**src/rtl/seg7_pkg.sv**
```systemverilog
// Shared definitions for the multiplexed 7-segment scanner: FSM states,
// the blank pattern and the active-low hex decode table.
package seg7_pkg;

    typedef enum logic [1:0] {
        ST_OFF   = 2'd0,
        ST_BLANK = 2'd1,
        ST_SHOW  = 2'd2
    } state_e;

    localparam logic [6:0] SEG_BLANK = 7'h7F;

    // Active-low {g,f,e,d,c,b,a}; entry n is the glyph for nibble n.
    localparam logic [15:0][6:0] HEX_SEG_TBL = {
        7'h0E, 7'h06, 7'h21, 7'h46,
        7'h03, 7'h08, 7'h10, 7'h00,
        7'h78, 7'h02, 7'h12, 7'h19,
        7'h30, 7'h24, 7'h79, 7'h40
    };

endpackage

```
**src/rtl/seg7_scanner_hex_to_seg7.sv**
```systemverilog
// Combinational hex nibble to active-low 7-segment pattern.
import seg7_pkg::*;

module hex_to_seg7 (
    input  logic [3:0] nibble,
    output logic [6:0] seg
);

    assign seg = HEX_SEG_TBL[nibble];

endmodule

```
**src/rtl/seg7_scanner.sv**
```systemverilog
// Multiplexed 7-segment driver: synchronises the divided clock into scan
// ticks and walks the digits with a blanking gap between them.
import seg7_pkg::*;

module seg7_scanner #(
    parameter int NUM_DIGITS   = 4,
    parameter int BLANK_CYCLES = 2,
    parameter int IDX_W        = 2
) (
    input  logic                    clk,
    input  logic                    rst,
    input  logic                    Dclk,
    input  logic                    en,
    input  logic [4*NUM_DIGITS-1:0] value,
    input  logic [NUM_DIGITS-1:0]   dp,
    output logic [NUM_DIGITS-1:0]   an,
    output logic [6:0]              seg,
    output logic                    dp_n,
    output logic [IDX_W-1:0]        digit_idx
);

    localparam int CNT_W = 8;
    localparam logic [CNT_W-1:0] BLANK_LOAD = CNT_W'(BLANK_CYCLES - 1);
    localparam logic [IDX_W-1:0] LAST_IDX   = IDX_W'(NUM_DIGITS - 1);

    if (NUM_DIGITS < 2 || NUM_DIGITS > 8) begin : g_bad_digits
        $error("seg7_scanner: NUM_DIGITS must be 2..8");
    end
    if (BLANK_CYCLES < 1 || BLANK_CYCLES > 255) begin : g_bad_blank
        $error("seg7_scanner: BLANK_CYCLES must be 1..255");
    end
    if (IDX_W != $clog2(NUM_DIGITS)) begin : g_bad_idx
        $error("seg7_scanner: IDX_W must equal clog2(NUM_DIGITS)");
    end

    logic                  s1_q, s2_q, s3_q;
    logic                  tick;
    state_e                state_q, state_d;
    logic [CNT_W-1:0]      cnt_q, cnt_d;
    logic [IDX_W-1:0]      idx_q, idx_d;
    logic [NUM_DIGITS-1:0] an_q, an_d;
    logic [6:0]            seg_q, seg_d;
    logic                  dp_n_q, dp_n_d;
    logic                  show_d;
    logic [3:0]            nibble;
    logic [6:0]            dec_seg;

    // Dclk is only ever sampled; s2/s3 are the settled pair used for edges.
    assign tick = s2_q & ~s3_q;

    always_comb begin
        state_d = state_q;
        cnt_d   = cnt_q;
        idx_d   = idx_q;
        if (!en) begin
            state_d = ST_OFF;
        end else begin
            unique case (state_q)
                ST_OFF: begin
                    state_d = ST_BLANK;
                    cnt_d   = BLANK_LOAD;
                end
                ST_BLANK: begin
                    if (cnt_q == '0) state_d = ST_SHOW;
                    else             cnt_d   = cnt_q - CNT_W'(1);
                end
                ST_SHOW: begin
                    if (tick) begin
                        state_d = ST_BLANK;
                        cnt_d   = BLANK_LOAD;
                        idx_d   = (idx_q == LAST_IDX) ? '0 : idx_q + IDX_W'(1);
                    end
                end
                default: state_d = ST_OFF;
            endcase
        end
    end

    // Outputs are decoded from the next state so an and seg flip together.
    assign show_d = (state_d == ST_SHOW);
    assign nibble = value[{idx_d, 2'b00} +: 4];

    hex_to_seg7 u_dec (
        .nibble (nibble),
        .seg    (dec_seg)
    );

    always_comb begin
        seg_d  = show_d ? dec_seg : SEG_BLANK;
        dp_n_d = show_d ? ~dp[idx_d] : 1'b1;
        an_d   = '1;
        for (int i = 0; i < NUM_DIGITS; i++) begin
            if (show_d && idx_d == IDX_W'(i)) an_d[i] = 1'b0;
        end
    end

    always_ff @(posedge clk or posedge rst) begin
        if (rst) begin
            s1_q    <= 1'b0;
            s2_q    <= 1'b0;
            s3_q    <= 1'b0;
            state_q <= ST_OFF;
            cnt_q   <= '0;
            idx_q   <= '0;
            an_q    <= '1;
            seg_q   <= SEG_BLANK;
            dp_n_q  <= 1'b1;
        end else begin
            s1_q    <= Dclk;
            s2_q    <= s1_q;
            s3_q    <= s2_q;
            state_q <= state_d;
            cnt_q   <= cnt_d;
            idx_q   <= idx_d;
            an_q    <= an_d;
            seg_q   <= seg_d;
            dp_n_q  <= dp_n_d;
        end
    end

    assign an        = an_q;
    assign seg       = seg_q;
    assign dp_n      = dp_n_q;
    assign digit_idx = idx_q;

endmodule
```
**config.mk**
```make
export PLATFORM = sky130hd
export DESIGN_NAME = seg7_scanner
export DESIGN_NICKNAME = d
export VERILOG_FILES = /design/src/rtl/seg7_pkg.sv /design/src/rtl/seg7_scanner_hex_to_seg7.sv /design/src/rtl/seg7_scanner.sv
export SDC_FILE = /design/constraint.sdc
export NUM_CORES = 1
export LEC_CHECK = 0
export CAP_MARGIN = 20
export CORE_ASPECT_RATIO = 0.6
export CORE_MARGIN = 1.5
export CORE_UTILIZATION = 30
export CTS_BUF_LIST = sky130_fd_sc_hd__clkbuf_4 sky130_fd_sc_hd__clkbuf_8
export DETAILED_ROUTE_END_ITERATION = 10
export DONT_BUFFER_PORTS = 1
export GPL_ROUTABILITY_DRIVEN = 0
export PLACE_DENSITY = 0.41
export SETUP_SLACK_MARGIN = 0.2
export SYNTH_ARGS = -nofsm -noshare
export SYNTH_HDL_FRONTEND = slang
export SYNTH_SLANG_ARGS = --single-unit
export TNS_END_PERCENT = 10
```
**constraint.sdc**
```tcl
create_clock -name clk -period 7.3 [get_ports clk]
set_input_delay 1.46 -clock clk [delete_from_list [all_inputs] [get_ports clk]]
set_output_delay 1.46 -clock clk [all_outputs]
set_load 0.1 [all_outputs]
```
== Word level (Yosys, flattened, before mapping) ==
Memory sizes are Yosys's and may differ from the RTL's.
Cells that the tools add are included.

* Flip-flop bits (word level): 27
* Bits in read-only memories: 112
* Input bits: 24
* Output and inout bits: 14
* Logic and storage cells: 56
* Memories kept: 1

{| class="wikitable"
|+ Memories
! name !! words !! width !! read ports !! clocked after Yosys merged registers in !! wr ports !! RTL line !! source
|-
| (no name shown) || 16 || 7 || 1 || 0 || 0 || seg7_scanner_hex_to_seg7.sv:9 || <nowiki>assign seg = HEX_SEG_TBL[nibble];</nowiki>
|}

* $add $sub $neg: 2
* $lt $le $gt $ge: 2
* Equality and inequality tests: 9
* Shifts and indexed selects: 1
* Muxes and demuxes: 20
* Bitwise operators: 3
* Reduce and logical (&&, ||, !) cells: 9

{| class="wikitable"
|+ Operators with widths
! cell !! number
|-
| 8-bit one-hot mux with 3 select lines || 1
|-
| 8-bit two-way mux || 2
|-
| 16-bit by 5-bit variable part select with 4-bit output || 1
|-
| 2-bit two-way mux || 7
|-
| 7-bit two-way mux || 2
|-
| 2-bit equality test, second input constant || 5
|-
| 8-bit zero test || 1
|-
| 8-bit by 1-bit subtractor with 8-bit output, second input constant || 1
|-
| 1-bit two-way mux || 6
|-
| 2-bit one-hot mux with 3 select lines || 1
|-
| 4-bit by 5-bit < comparator with 1-bit output, second input constant || 1
|-
| 2-bit by 1-bit equality test with 1-bit output, second input constant || 2
|-
| 1-bit logical AND || 4
|-
| 2-bit zero test || 2
|-
| 2-bit != test, second input constant || 2
|-
| 4-bit AND reduction || 1
|-
| 2-bit by 3-bit < comparator with 1-bit output, second input constant || 1
|-
| 3-bit nonzero test || 1
|-
| 2-bit by 1-bit adder with 2-bit output, second input constant || 1
|-
| 1-bit binary-select mux with 2-bit select || 1
|-
| 1-bit NOT || 2
|-
| 1-bit AND || 1
|}

== Depth between registers and ports, before layout ==
* Depth after elaboration: 9
* Depth in mapped cells: 12

== Modules after synthesis ==
Synthesis repeated with hierarchy kept, for this count alone.

* Cell total of the unflattened synthesis: 161
* Area, all modules: 1586.5 um^2

{| class="wikitable"
|+ By module, submodules not included
! module !! instances !! cells an instance !! area an instance (um^2) !! sequential area each (um^2)
|-
| seg7_scanner || 1 || 129 || 1311.3 || 690.7
|-
| hex_to_seg7 || 1 || 32 || 275.3 || 0.0
|}

== Worst setup path before layout ==
Ideal clock, no wire load.

* Kind: in2reg
* Start point: input port en
* End point: register seg_q[3], in the netlist seg[3]
* Library setup time: 90 ps
* Arrival time: 3452 ps
* Setup slack: 3758 ps
* Stages on the path: 11
* Path buffers: 0
* Path through: and3b_2 > and2_4 > mux2i_4 > inv_1 > o21ai_0 > o22ai_1 > inv_1 > ha_1 > mux2_2 > mux2i_1 > nand2_1

* Word-level cells in the longest chain between the ends: 5
* Elaborated cells on any way between the ends: 7

{| class="wikitable"
|+ Ends and longest elaborated chain
! element !! RTL line !! source
|-
| start: declaration || seg7_scanner.sv:13 || <nowiki>input logic en,</nowiki>
|-
| 2-bit two-way mux || seg7_scanner.sv:55 || <nowiki>if (!en) begin</nowiki>
|-
| named net idx_d[1] || seg7_scanner.sv:40 || <nowiki>logic [IDX_W-1:0] idx_q, idx_d;</nowiki>
|-
| 16-bit by 5-bit variable part select with 4-bit output || seg7_scanner.sv:81 || <nowiki>assign nibble = value[{idx_d, 2'b00} +: 4];</nowiki>
|-
| memory 16 x 7 bit || n/a ||
|-
| 7-bit two-way mux (implied by the code) || seg7_scanner_hex_to_seg7.sv:9 ||
|-
| 7-bit two-way mux || seg7_scanner.sv:89 || <nowiki>seg_d = show_d ? dec_seg : SEG_BLANK;</nowiki>
|-
| named net seg_d[3] || seg7_scanner.sv:42 || <nowiki>logic [6:0] seg_q, seg_d;</nowiki>
|-
| end signal: assignment || seg7_scanner.sv:116 || <nowiki>seg_q <= seg_d;</nowiki>
|-
| end: declaration || seg7_scanner.sv:42 ||
|}

The timed path passes the listed nets, and every way through them passes these cells. The select of a mux whose other input is x is not followed.
A chain may end at the register's enable or synchronous reset.

== Worst setup path in the final report ==
Same ends and word-level chain as after synthesis.

==> flow_metrics.tcl <==
set metrics [dict create \
    grt_pass1_vias 1183 \
    vias 1250 \
    highest_layer "met4" \
    synth_cell_types 44 \
    hold_class "reg2reg" \
    dpl.hpwl_mm 2.62 \
    synth_area_sq_um 1690 \
    worst_path_largest_cell_delay_ps 570 \
    pwr-share-comb 0.406 \
    clock_path_buffers 2 \
    ir_worst_vdd_uv 104 \
    fmax_mhz 270 \
    wl_met1_mm 1.83 \
    drtAntennaViolNets 0 \
    synth.area.top_cells "dfrtp_1 22%, dfstp_2 19%, mux2i_1 9.5%" \
    cp_max_fo 11 \
    post_cts_buffers 0 \
    met3_length_microns 191 \
    die_area_sq_um 6120 \
    vias_per_cell 5.21 \
    syn_to_final_growth_pct 7.16 \
    synthArstFlopShare 1.00 \
    drc_errors 0 \
    power_frac_seq 0.455 \
    drt-initial-drc-count 45 \
    swShare 0.480 \
    slew_headroom 0.292 \
    leakagePower_uw 0.000718 \
    cts.sinks 27 \
    cts_buffers 3 \
    ys_warn_count 0 \
    path_buf_inv 2 \
    power.switching_uw 303 \
    synth_top_cell_area_share 0.222 \
    synth_seq_cells 27 \
    yosysMostFrequentCell "o21ai_0" \
    cp.arrival_ps 3900 \
    tns_ps 0 \
    synthTopCellsByCount "20 x o21ai_0, 17 x nand2_1, 16 x mux2i_1" \
    wl_met2_mm 1.52 \
    synth_nets 208 \
    io_buffers 0 \
    internal_power_uw 328 \
    drt_pass1_iterations 4 \
    htreeDepth 1 \
    grt_max_degree 28 \
    synth_area_leader_cell "dfrtp_1" \
    clk_latency_ps 270 \
    pwr-share-clk 0.139 \
    ctsHoldBuffers 0 \
    finalClockSkew_ps 1.41 \
    die_w_microns 100 \
    ios 38 \
    crit_path_cell_trace "and3b_2 > and2_4 > mux2i_4 > inv_1 > o22ai_1 > inv_1 > ha_1 > mux2_2 > mux2i_1 > nand2_1" \
    cts_tree "done" \
    track_usage 0.121 \
    start_kind "primary input" \
    synthFlopType "dfrtp_1" \
    overflow 0 \
    fin_crit_sh 0.508 \
    netlist_instances 176 \
    cp-end-kind "register" \
    coreArea_sq_um 5260 \
    rows 20 \
    crit_family "multiplexers" \
    crit_type "in2reg" \
    postCtsResizedCells 0 \
    slew_viol_final 0 \
    synth_seq_area_share 0.408 \
    diodes 0 \
    nNetsFinal 207 \
    wl_per_cell_microns 14.8 \
    rsz0062_at_grt "false" \
    tightestPinTransition_ps 1060 \
    antenna_found_initial 0 \
    cpMaxStageDelayCell "o22ai_1" \
    power.density_nw_per_um2 348 \
    period_needed_ps 3710 \
    wl_mm 3.56 \
    nFillCells 532 \
    root_buffer "clkbuf_8" \
    syn_avg_cell_area_sq_um 9.63 \
    die_y_microns 61.2 \
    crit_path_frequent_cell "inv_1" \
    clk_pin_slew_ps 100 \
    drive_gt1_frac 0.167 \
    grt_pass1_wl_mm 5.65 \
    initial_utilization 0.322 \
    finalPower_uw 631 \
    status "completed" \
    synth_enable_flop_cells 0 \
    required_ps 7490 \
    finalHoldViolCount 0 \
    maxCapViolCount 0 \
    setup_viol_count_final 0 \
]
-- logic make-up after synthesis --
group,share of synthesized area
AND/OR/NAND/NOR,0.173
AO/OA/AOI/OAI,0.182
flip-flops,0.408
buffers and inverters,0.0510
multiplexers,0.128
adder cells (fa/ha/maj),0.0591
-- layer usage --
layer / global-route usage / up-vias
li1: - / 625
met1: 0.168 / 599
met2: 0.190 / 24
met3: 0.0443 / 2
met4: 0.0121 / 0
met5: 0 / -
-- power groups by stage --
stage,clock [uW],sequential (uW),combinational [uW]
2_1_floorplan,0,294,204
3_3_place_gp,0,289,254
3_5_place_dp,0,288,254
4_1_cts,94.2,287,255
5_1_grt,100,292,289
6_report,88.0,287,256
-- final cells by class --
type | instances | area (sq um) | area share
Clock buffer | 3 | 41.3 | 0.0227
Clock inverter | 1 | 7.51 | 0.00414
Tap cell | 66 | 82.6 | 0.0455
Multi-Input combinational cell | 130 | 917 | 0.505
Timing Repair Buffer | 2 | 35.0 | 0.0193
Sequential cell | 27 | 691 | 0.380
Inverter | 11 | 41.3 | 0.0227
-- path summary, 6_finish.rpt --
path | start | endpoint | slack (ps) | cells past startpoint
setup / recovery | en | seg[3]$_DFF_PP1_ | 3590 | 10
hold / removal | s1_q$_DFF_PP0_ | s2_q$_DFF_PP0_ | 370 | 0
setup reg to reg | digit_idx[1]$_DFF_PP0_ | seg[3]$_DFF_PP1_ | 3800 | 10
hold reg to reg | s1_q$_DFF_PP0_ | s2_q$_DFF_PP0_ | 370 | 0
max in group asynchronous | rst | seg[3]$_DFF_PP1_ | 5820 | 2
min in group asynchronous | rst | cnt_q[3]$_DFFE_PP0P_ | 1000 | 1
-- state kept, by name, indices dropped and copies added (netlist names) --
name,cells
seg,7
s3_q,1
cnt_q,8
s1_q,1
an,4
state_q,2
digit_idx,2
s2_q,1
dp_n,1
-- stage by stage --
step / worst slack [ps] / std cells / area, sq um / hold slack [ps] / utilization
CTS: 3600 / 239 / 1790 / 367 / 0.340
global route: 3330 / 240 / 1820 / 381 / 0.345
floorplan: 3760 / 176 / 1690 / 331 / -
global placement: 3420 / 235 / 1740 / 341 / 0.331
finish: 3590 / 240 / 1820 / 365 / 0.345
detailed placement: 3330 / 235 / 1740 / 342 / 0.331
-- cells in the final DEF (no fill, tap or decap), types with 2 or more instances in the layout --
master / instances
a211oi_1: 2
a21o_1: 2
a21oi_1: 6
a31oi_1: 2
clkbuf_8: 3
dfrtp_1: 15
dfstp_2: 12
ha_1: 8
inv_1: 11
mux2i_1: 16
nand2_1: 17
nand2b_1: 6
nand3_1: 12
nor2_1: 7
nor2b_1: 2
nor3_1: 3
o21ai_0: 20
o21ai_1: 2
o221ai_1: 3
Note: power is estimated with default switching activity, not from simulation.
